$ cat src/rtl/asic_rrarb4_if.sv
// Requester/resource handshake bundle for the asic_rrarb4 round-robin arbiter.
// The slave modport is the arbiter's view; master is the requester/resource side.
interface asic_rrarb4_if;
    logic [3:0] req;
    logic [3:0] last;
    logic       ready;
    logic [3:0] grant;
    logic [1:0] sel;
    logic       valid;
    logic       busy;

    modport master (output req, last, ready, input grant, sel, valid, busy);
    modport slave  (input req, last, ready, output grant, sel, valid, busy);
endinterface

$ cat src/rtl/asic_rrarb4.sv
// Four-requester round-robin arbiter with registered one-hot grant held per burst.
// Optional hold limit (MAXBEATS beats per grant) when ASIC_RRARB4_HOLDLIMIT_EN is defined.
//
// state | meaning
// IDLE  | no owner, grant = 0
// OWNED | grant one-hot, owner index in sel_q
module asic_rrarb4 #(
    parameter     PROP     = "DEFAULT",
    parameter int MAXBEATS = 8
) (
    input logic          clk,
    input logic          reset,
    asic_rrarb4_if.slave arb
);

    typedef enum logic {IDLE, OWNED} state_t;

    if (MAXBEATS < 1 || MAXBEATS > 255) begin : g_bad_maxbeats
        $error("asic_rrarb4: MAXBEATS must be in 1..255");
    end
    if ($bits(PROP) == 0) begin : g_bad_prop
        $error("asic_rrarb4: PROP must be non-empty");
    end

    state_t     state_q, state_d;
    logic [3:0] grant_q, grant_d;
    logic [1:0] sel_q, sel_d;
    logic [1:0] ptr_q, ptr_d;
    logic       busy_q;
    logic       accept;
    logic       release_now;
    logic       hold_hit;
    logic       arbitrate;
    logic       found;
    logic [3:0] mask;
    logic [3:0] others;
    logic [1:0] idx;

`ifdef ASIC_RRARB4_HOLDLIMIT_EN
    logic [7:0] cnt_q, cnt_d;
    assign hold_hit = accept && (cnt_q == 8'(MAXBEATS - 1));
`else
    assign hold_hit = 1'b0;
`endif

    assign arb.valid   = |(arb.req & grant_q);
    assign arb.grant   = grant_q;
    assign arb.sel     = sel_q;
    assign arb.busy    = busy_q;
    assign accept      = arb.valid & arb.ready;
    assign release_now = (accept & arb.last[sel_q]) | ~arb.req[sel_q] | hold_hit;
    assign others      = arb.req & ~grant_q;

    always_comb begin
        state_d   = state_q;
        grant_d   = grant_q;
        sel_d     = sel_q;
        ptr_d     = ptr_q;
        arbitrate = 1'b0;
        found     = 1'b0;
        mask      = 4'b0000;
        idx       = 2'd0;
`ifdef ASIC_RRARB4_HOLDLIMIT_EN
        cnt_d     = cnt_q;
`endif
        case (state_q)
            IDLE: begin
                if (|arb.req) begin
                    arbitrate = 1'b1;
                    mask      = arb.req;
                end
            end
            OWNED: begin
`ifdef ASIC_RRARB4_HOLDLIMIT_EN
                if (accept) cnt_d = cnt_q + 8'd1;
`endif
                if (release_now) begin
                    arbitrate = 1'b1;
                    // the releasing owner only wins again when nobody else is waiting
                    mask      = (|others) ? others : arb.req;
                end
            end
            default: state_d = IDLE;
        endcase

        if (arbitrate) begin
            state_d = IDLE;
            grant_d = 4'b0000;
            sel_d   = 2'd0;
`ifdef ASIC_RRARB4_HOLDLIMIT_EN
            cnt_d   = 8'd0;
`endif
            for (int i = 1; i <= 4; i++) begin
                if (!found && mask[ptr_q + 2'(i)]) begin
                    found = 1'b1;
                    idx   = ptr_q + 2'(i);
                end
            end
            if (found) begin
                state_d = OWNED;
                grant_d = 4'b0001 << idx;
                sel_d   = idx;
                ptr_d   = idx;
            end
        end
    end

    always_ff @(posedge clk or posedge reset) begin
        if (reset) begin
            state_q <= IDLE;
            grant_q <= 4'b0000;
            sel_q   <= 2'd0;
            ptr_q   <= 2'd3;
            busy_q  <= 1'b0;
`ifdef ASIC_RRARB4_HOLDLIMIT_EN
            cnt_q   <= 8'd0;
`endif
        end else begin
            state_q <= state_d;
            grant_q <= grant_d;
            sel_q   <= sel_d;
            ptr_q   <= ptr_d;
            busy_q  <= |grant_d;
`ifdef ASIC_RRARB4_HOLDLIMIT_EN
            cnt_q   <= cnt_d;
`endif
        end
    end

endmodule

$ cat src/flat_wrapper.sv
// flat-port wrapper written by rule: the top's interface ports become plain ports
module asic_rrarb4_flat 
#(
    parameter     PROP     = "       ",
    parameter int MAXBEATS = 8
)
  (clk, reset, arb_req, arb_last, arb_ready, arb_grant, arb_sel, arb_valid, arb_busy);
  asic_rrarb4_if arb_i ();
  input logic clk;
  input logic reset;
  input wire logic [$bits(arb_i.req)-1:0] arb_req;
  input wire logic [$bits(arb_i.last)-1:0] arb_last;
  input wire logic [$bits(arb_i.ready)-1:0] arb_ready;
  output wire logic [$bits(arb_i.grant)-1:0] arb_grant;
  output wire logic [$bits(arb_i.sel)-1:0] arb_sel;
  output wire logic [$bits(arb_i.valid)-1:0] arb_valid;
  output wire logic [$bits(arb_i.busy)-1:0] arb_busy;
  assign arb_i.req = arb_req;
  assign arb_i.last = arb_last;
  assign arb_i.ready = arb_ready;
  assign arb_grant = arb_i.grant;
  assign arb_sel = arb_i.sel;
  assign arb_valid = arb_i.valid;
  assign arb_busy = arb_i.busy;
  asic_rrarb4 #(.PROP(PROP), .MAXBEATS(MAXBEATS)) u_core (.clk(clk), .reset(reset), .arb(arb_i));
endmodule
$ cat config.mk
export PLATFORM = sky130hd
export DESIGN_NAME = asic_rrarb4_flat
export DESIGN_NICKNAME = d
export VERILOG_FILES = /design/src/rtl/asic_rrarb4_if.sv /design/src/rtl/asic_rrarb4.sv /design/src/flat_wrapper.sv
export SDC_FILE = /design/constraint.sdc
export NUM_CORES = 1
export LEC_CHECK = 0
export ABC_AREA = 1
export BUFFER_PORTS_ARGS = -buffer_cell sky130_fd_sc_hd__buf_2
export CAP_MARGIN = 40
export CORE_MARGIN = 10
export CORE_UTILIZATION = 54
export DETAILED_ROUTE_END_ITERATION = 6
export MAX_ROUTING_LAYER = met4
export PLACE_DENSITY = 0.78
export SYNTH_ARGS = -nofsm -noshare
export SYNTH_HDL_FRONTEND = slang
export SYNTH_SLANG_ARGS = --single-unit
$ cat constraint.sdc
create_clock -name clk -period 2.4 [get_ports clk]
set_clock_uncertainty 0.15 [all_clocks]
set_input_delay 0.12 -clock clk [delete_from_list [all_inputs] [get_ports clk]]
set_output_delay 0.12 -clock clk [all_outputs]
set_load 0.005 [all_outputs]
; Word level (Yosys, flattened, before mapping)
; Index checks and enable logic that the tools add are counted.
[word_totals]
register_bits = 10
inputBits = 11
output_inout_bits = 8
wordCells = 69
[classes]
addsub = 3
magnitude_cmp = 5
shift = 1
mux = 36
bitwise_logic = 8
n_reduce_logical = 11
[ops]
columns = cell, n
row1 = $mux 4, 5
row2 = $mux 1, 17
row3 = $reduce_or 4->1, 4
row4 = $lt 2x3->1 const B, 5
row5 = $bmux 1 s2, 6
row6 = $mux 2, 6
row7 = $and 4x4->4, 2
row8 = $pmux 4 s2, 1
row9 = $add 2x2->2 const B, 2
row10 = $not 4->4, 1
row11 = $shl 1x2->4 const A, 1
row12 = $logic_and 1x1->1, 3
row13 = $logic_not 1->1, 3
row14 = $add 2x1->2 const B, 1
row15 = $and 1x1->1, 2
row16 = $not 1->1, 2
row17 = $pmux 1 s2, 1
row18 = $reduce_and 2->1, 1
row19 = $or 1x1->1, 1

; Logic depth before layout (Yosys ltp)
; Gate-level depths: netlist (run 1).
[logic_depth]
ltp_word = 27
mapped_depth = 18
depth_no_buf = 18

; Worst setup path before layout (run 1)
; No wires, ideal clock.
[synth_path]
path_type = register -> register
startpoint = register u_core.ptr_q[0]
endpoint = register u_core.busy_q (netlist: u_core.arb.busy)
setup_time_ns = 0.125
t_arrival_ns = 1.874
setup_slack_ns = 0.250
path_stages_with_launch = 14
period_less_slack_ns = 2.150
cell_sequence = dfstp_2 buf_2 xor2_1 inv_2 nand3_4 nand2_4 nand2_4 nor2_1 nor2_2 nand2_2 nand2_1 nand2_1 nor2_1 nand3_1
[synth_via]
elab_chain_cells = 21
elab_cells_between_ends = 34
[synth_rtl]
columns = element, line
row1 = "start, declared", asic_rrarb4.sv:28  ; logic [1:0] ptr_q, ptr_d;
row2 = "start signal, assigned", asic_rrarb4.sv:122  ; ptr_q <= ptr_d;
row3 = $add 2x1->2, "asic_rrarb4.sv:94, asic_rrarb4.sv:96"
row4 = $bmux 1 s2, asic_rrarb4.sv:94  ; if (!found && mask[ptr_q + 2'(i)]) begin
row5 = $mux 1 (implied by the code), asic_rrarb4.sv:94
row6 = $mux 1, asic_rrarb4.sv:94
row7 = $mux 1, asic_rrarb4.sv:86  ; if (arbitrate) begin
row8 = $logic_not 1->1, asic_rrarb4.sv:94
row9 = $logic_and 1x1->1, asic_rrarb4.sv:94
row10 = $mux 1, asic_rrarb4.sv:94
row11 = [6 not listed], --
row12 = $logic_and 1x1->1, asic_rrarb4.sv:94
row13 = $mux 2, asic_rrarb4.sv:94
row14 = $mux 2, asic_rrarb4.sv:86
row15 = $shl 1x2->4, asic_rrarb4.sv:101  ; grant_d = 4'b0001 << idx;
row16 = $mux 4 (*), asic_rrarb4.sv:99  ; if (found) begin
row17 = $mux 4 (*), asic_rrarb4.sv:86
row18 = via u_core.grant_d[2], asic_rrarb4.sv:26  ; logic [3:0] grant_q, grant_d;
row19 = $reduce_or 4->1 (*), asic_rrarb4.sv:123  ; busy_q <= |grant_d;
row20 = "end signal, assigned", asic_rrarb4.sv:123
row21 = "end, declared", asic_rrarb4.sv:29  ; logic busy_q;
; The timed path passes the listed nets; every way through them passes the cells marked *. The select of a mux whose other input is x is not followed.
; A chain may end at the register's enable or synchronous reset.

; Worst setup path after layout (run 1)
[layout_path]
startpoint = register u_core.sel_q[0] (netlist: u_core.arb.sel[0])
endpoint = register u_core.busy_q (netlist: u_core.arb.busy)
[layout_via]
elab_chain_cells = 26
elab_cells_between_ends = 42
[layout_rtl]
columns = element, line
row1 = "start, declared", asic_rrarb4.sv:27  ; logic [1:0] sel_q, sel_d;
row2 = "start signal, assigned", asic_rrarb4.sv:121  ; sel_q <= sel_d;
row3 = $bmux 1 s2, asic_rrarb4.sv:51  ; assign release_now = (accept & arb.last[sel_q]) | ~arb.req[sel_q] | hold_hit;
row4 = $mux 1 (implied by the code), asic_rrarb4.sv:51
row5 = $and 1x1->1 or $not 1->1 (tied branches), asic_rrarb4.sv:51
row6 = $or 1x1->1 (*), asic_rrarb4.sv:51
row7 = $mux 4, asic_rrarb4.sv:77  ; if (release_now) begin
row8 = $pmux 4 s2, asic_rrarb4.sv:66  ; case (state_q)
row9 = $bmux 1 s2, asic_rrarb4.sv:94
row10 = $mux 1 (implied by the code), asic_rrarb4.sv:94
row11 = [11 not listed], --
row12 = $logic_and 1x1->1, asic_rrarb4.sv:94
row13 = $mux 2, asic_rrarb4.sv:94
row14 = $mux 2, asic_rrarb4.sv:86
row15 = $shl 1x2->4, asic_rrarb4.sv:101
row16 = $mux 4, asic_rrarb4.sv:99
row17 = $mux 4 (*), asic_rrarb4.sv:86
row18 = via u_core.grant_d[3], asic_rrarb4.sv:26
row19 = $reduce_or 4->1 (*), asic_rrarb4.sv:123
; Marks and branches as above.

==> results of run 1 <==
==> state kept, by name, indices dropped and copies added, names as in the netlist <==
signal,cells
u_core.arb.busy,1
u_core.arb.sel,2
u_core.arb.grant,4
u_core.state_q,1
u_core.ptr_q,2
==> cell usage after synthesis (all sizes together) <==
master and number:
nand2 56, nand3 26, inv 24, nor2 21
dfrtp 8, a21oi 5, o21ai 5, dfstp 2
nand4 2, buf 1, o21a 1, or2 1
xor2 1
==> what timing repair did <==
| action | 4_1_cts | 5_1_grt |
|---|---|---|
| hold buffers | 1 | 0 |
| resized for setup | 0 | 32 |
| buffers inserted | 0 | 2 |
| hold endpoints to repair | 10 | 0 |
| setup endpoints to repair | 0 | 3 |
==> metal layers <==
metal  GRT usage, %  share of wire, %  vias to the layer above  routed length (um)
met5              -                 0                        -                   0
met2          20.26                50                       53                1484
met1          15.69                38                      520                1131
met3          2.330               7.7                       13                 227
li1               -                 -                      537                   -
met4          5.143               3.7                        0                 108
==> how the worst min path moves through the flow <==
stage | endpoint | cells past startpoint | slack [ns]
2_1_floorplan | u_core.arb.busy | 1 | -0.19
5_1_grt | u_core.state_q | 3 | 0.05
4_1_cts | u_core.state_q | 3 | 0.004
3_3_place_gp | u_core.arb.grant[0] | 2 | -0.05
6_report | u_core.state_q | 3 | 0.04
3_5_place_dp | u_core.arb.grant[0] | 2 | -0.04
==> worst reg2reg max path: stages (launching register included) <==
cell and delay, ns:
dfrtp_2 0.45, inv_2 0.07, nand2_1 0.07, nand3_2 0.11, a21oi_4 0.29, nand2_8 0.11, nand3_4 0.12, nand2_2 0.08
nand2_2 0.11, nand2_4 0.07, nand3_2 0.07, nor2_1 0.05, nor2_2 0.13, nand2_2 0.10, nand2_2 0.07, nand2_2 0.05
nor2_1 0.09, nand3_1 0.07
==> logic make-up (layout without fill, tap and decap cells) <==
kind of cell / Yosys count / in the layout / synth area share, %
simple gates: 106 / 107 / 56.06
buf+inv: 25 / 51 / 9.908
compound gates: 11 / 11 / 6.779
flops: 10 / 10 / 26.34
xor+xnor: 1 / 1 / 0.9128
==> through the flow <==
stage          setup TNS, ns  setup WS (ns)  utilization [%]  std cells
6_report                   0        0.02471            75.53        205
2_1_floorplan              0         0.2503                -        153
3_5_place_dp               0         0.1346            63.88        197
4_1_cts                    0         0.1063            66.01        202
3_3_place_gp               0         0.1913            63.88        197
5_1_grt              -0.5847        -0.2030            75.53        205
==> layout make-up <==
type | count | area [um2] | area share (%)
Tap cell | 25 | 31.28 | 2.425
Sequential cell | 10 | 255.2 | 19.79
Timing Repair Buffer | 23 | 130.1 | 10.09
Inverter | 24 | 90.09 | 6.983
Multi-Input combinational cell | 119 | 757.0 | 58.68
Clock buffer | 4 | 26.28 | 2.037
==> results.yml, run 1 <==
logic_synthesis:
  synth_cell_types: 21
  ys_warn_count: 0
  synth_area_leader_cell: "dfrtp_1"
  synth_top_area_share_pct: 20.86
  ys_ff_latch: 10
  syn_nets: 164
  yosysSeqAreaShare_pct: 26.34
  syn-instance-count: 153
  synth_area_um2: 959.7
  synth.avg_cell_area_um2: 6.272
  synth_area_leaders: "dfrtp_1, nand2_1, nand3_1"
setup_path:
  path_depth: 17
  startpoint: "u_core.arb.sel[0]"
  cp_max_fo: 8
  end_kind: "register"
  crit_chain: "inv_2 -> nand2_1 -> nand3_2 -> a21oi_4 -> nand2_8 -> nand3_4 -> nand2_2 -> nand2_2 -> nand2_4 -> nand3_2 -> nor2_1 -> nor2_2 -> nand2_2 -> nand2_2 -> nand2_2 -> nor2_1 -> nand3_1"
  r2r_start: "u_core.arb.sel[0]"
  slowest_stage: "dfrtp_2"
  r2r_slack_ns: 0.02
  cp_top_family: "simple AND/OR/NAND/NOR gates"
  rr_worst_depth: 17
  slowest_delay_ns: 0.45
  worstPathRequired_ns: 2.39
  path_class: "reg2reg"
  crit_path_start_kind: "register"
  crit_end: "u_core.arb.busy"
  cp_common_cell: "nand2_2"
  cp_num_buf_inv: 1
  cp_data_arrival_time_ns: 2.37
  rr_endpoint: "u_core.arb.busy"
cts:
  cts_made_buffers: 3
  htree_levels: 1
  cts_tree: "built"
  clockRootBuffer: "clkbuf_4"
  cts.clk_slew.worst_paths_ns: 0.07
  clockBufferDepth: 2
  cts.sinks: 10
  clk_latency_ns: 0.26
layout:
  antenna_cells: 0
  syn2layout_area_growth_pct: 34.42
  drive_above_1_share_pct: 41.67
  nFillCells: 130
  layout_common_cells: "nand2_1, inv_1, buf_2"
  design_area_mm2: 0.001290
  nets: 192
  final_common_cell: "nand2_1"
timing:
  finalHoldWorstSlack_ns: 0.03669
  fmax_mhz: 421.0
  fin_crit_sh_pct: 98.97
  rsz0062_at_grt: "true"
  hold_viol: 0
  setup_viol: 0
  min_period_ns: 2.375
  final_max_slew_viol_count: 0
  slew_headroom_pct: 74.12
  worst_slew_pin_slew_ns: 0.3882
detailed_routing:
  routed_via_density: 5.478
  first_pass_iters: 4
  num_vias: 1123
  wl_per_cell_um: 14.40
  totalWireLength_um: 2952
  drc: 0
  postRouteAntennaNets: 0
  drt_iter0_markers: 57
min_path:
  hp-class: "in2reg"
  worstHoldStart: "arb_req[2]"
run:
  maxCapViolCount: 0
floorplan:
  coreArea_mm2: 0.001708
  die_h_um: 62.16
  core.rowCount: 15
  dieArea_mm2: 0.003863
  start_util_pct: 56.19
  io_pins: 19
  die_w_um: 62.16
global_routing:
  grt_pass1_vias: 928
  grt_pass1_wl_um: 4133
  grt_overflow_total: 0
  grt_start_max_net_pins: 11
  grtUsageTotal_pct: 12.83
  grt_antenna_before_repair: 0
placement:
  gp_congestion: 0.9203
  dp_hpwl_um: 2017
  placed_area_mm2: 0.001091
  place.port_buffers: 18
outcome:
  outcome: "finished clean"
Power of run 1 is not shown: default switching activity piles up to over one toggle a cycle in this logic, so the estimate is an artifact.
==> run 2, diff against run 1 <==
CORE_MARGIN = default   (was 10)
HOLD_SLACK_MARGIN = 0.05   (was default)
==> results.yml, run 2 (same netlist as run 1, synthesis figures left out) <==
power_and_ir_drop:
  p_per_area_mw_per_mm2: 1769
  finalPower_mw: 2.107
  ir_drop_mv: 1.219
  p_leak_nw: 0.6616
timing:
  final_max_slew_viol_count: 0
  setup_viol: 0
  worst_slew_pin_slew_ns: 0.3632
  slew_headroom_pct: 75.76
  finalHoldWorstSlack_ns: 0.2235
  setup_slack_ns: 0.06189
  rsz0062_at_grt: "true"
  fin_crit_sh_pct: 97.42
  hold_viol: 0
  fmax_mhz: 427.7
  setup_tns_ns: 0
  min_period_ns: 2.338
placement:
  placed_area_mm2: 0.001072
  gp_congestion: 0.8953
  dp_hpwl_um: 1725
  place_inst: 187
  place.port_buffers: 18
  dp_slack_ns: 0.1581
layout:
  antenna_cells: 0
  layout_common_cells: "nand2_1, inv_1, buf_2"
  largest_register_ffs: 4
  final_cells: 196
  final_common_cell: "nand2_1"
  drive_above_1_share_pct: 36.67
  finish.utilization_pct: 75.56
  syn2layout_area_growth_pct: 24.12
  design_area_mm2: 0.001191
  nets: 192
detailed_routing:
  wl_met1_um: 1059
  route.met3.wl_um: 146
  wl_per_cell_um: 11.60
  dr.max_layer_used: "met3"
  drc: 0
  drt_iter0_markers: 38
  postRouteAntennaNets: 0
  num_vias: 1037
  totalWireLength_um: 2274
  first_pass_iters: 6
  routed_via_density: 5.291
  met2WireLength_um: 1068
setup_path:
  end_kind: "register"
  path_class: "in2reg"
  r2r_slack_ns: 0.08
  worstPathRequired_ns: 2.39
  cp_max_fo: 4
  cp_data_arrival_time_ns: 2.33
  crit_path_start_kind: "input port"
global_routing:
  grtUsageTotal_pct: 25.68
  grt_overflow_total: 0
  grt_start_max_net_pins: 11
  grt_antenna_before_repair: 0
  grt_pass1_vias: 873
  grt_pass1_wl_um: 3657
outcome:
  outcome: "finished clean"
floorplan:
  core.rowCount: 14
  die_w_um: 44.16
  coreArea_mm2: 0.001577
  dieArea_mm2: 0.001950
  io_pins: 19
  die_h_um: 44.16
  start_util_pct: 60.87
cts:
  cts.sinks: 10
  cts_tree: "built"
  cts_made_buffers: 3
  clockBufferDepth: 2
  clockRootBuffer: "clkbuf_4"
  htree_levels: 1
  clk_latency_ns: 0.26
  cts.clk_slew.worst_paths_ns: 0.06
min_path:
  hp-class: "in2async"
run:
  maxCapViolCount: 0
[run 2: cell type report]
cell class	instances	area (um2)
Multi-Input combinational cell	119	655.6
Sequential cell	10	254.0
Clock buffer	4	36.28
Inverter	24	90.09
Timing Repair Buffer	23	135.1
Tap cell	16	20.02
Fill cell	126	385.4
[run 2: per-layer routing]
| metal | up-vias | GRT usage, % |
|---|---|---|
| met1 | 457 | 35.14 |
| met3 | 0 | 3.673 |
| met2 | 42 | 39.71 |
| met5 | - | - |
| li1 | 538 | - |
| met4 | 0 | 7.273 |
[run 2: timing repair]
item | in CTS | in global routing
setup endpoints to repair | 0 | 2
resized for setup | 0 | 13
hold endpoints to repair | 11 | 0
buffers inserted | 0 | 1
hold buffers | 3 | 0
[run 2: worst paths after layout]
check,from,end,cells past startpoint
max,arb_req[1],u_core.arb.busy,18
min,reset,u_core.arb.grant[1],3
max reg2reg,u_core.arb.grant[2],u_core.arb.busy,17
min reg2reg,u_core.ptr_q[0],u_core.ptr_q[0],1
max in group asynchronous,reset,u_core.ptr_q[0],3
min in group clk,arb_req[0],u_core.arb.grant[3],6
[run 2: report_power, final]
part           internal, mW  total [mW]  switching [mW]
clock network        0.0920       0.147          0.0546
registers             0.274       0.380           0.106
logic                 0.581        1.58           0.999
[run 2: worst max-delay path, cell delays in order]
cell and delay [ns]:
dlygate4sd3_1 0.53, buf_2 0.14, nand2_1 0.08, nand2_1 0.06, nor2_2 0.13, nor2_1 0.06
nor2_1 0.17, nand3_1 0.16, nand3_1 0.14, nand2_2 0.10, nand2_4 0.08, nor2_1 0.05
nor2_2 0.13, nand2_2 0.09, nand2_1 0.09, nand2_2 0.06, nor2_2 0.09, nand3_1 0.07
Note: power is estimated with default switching activity, not from simulation.
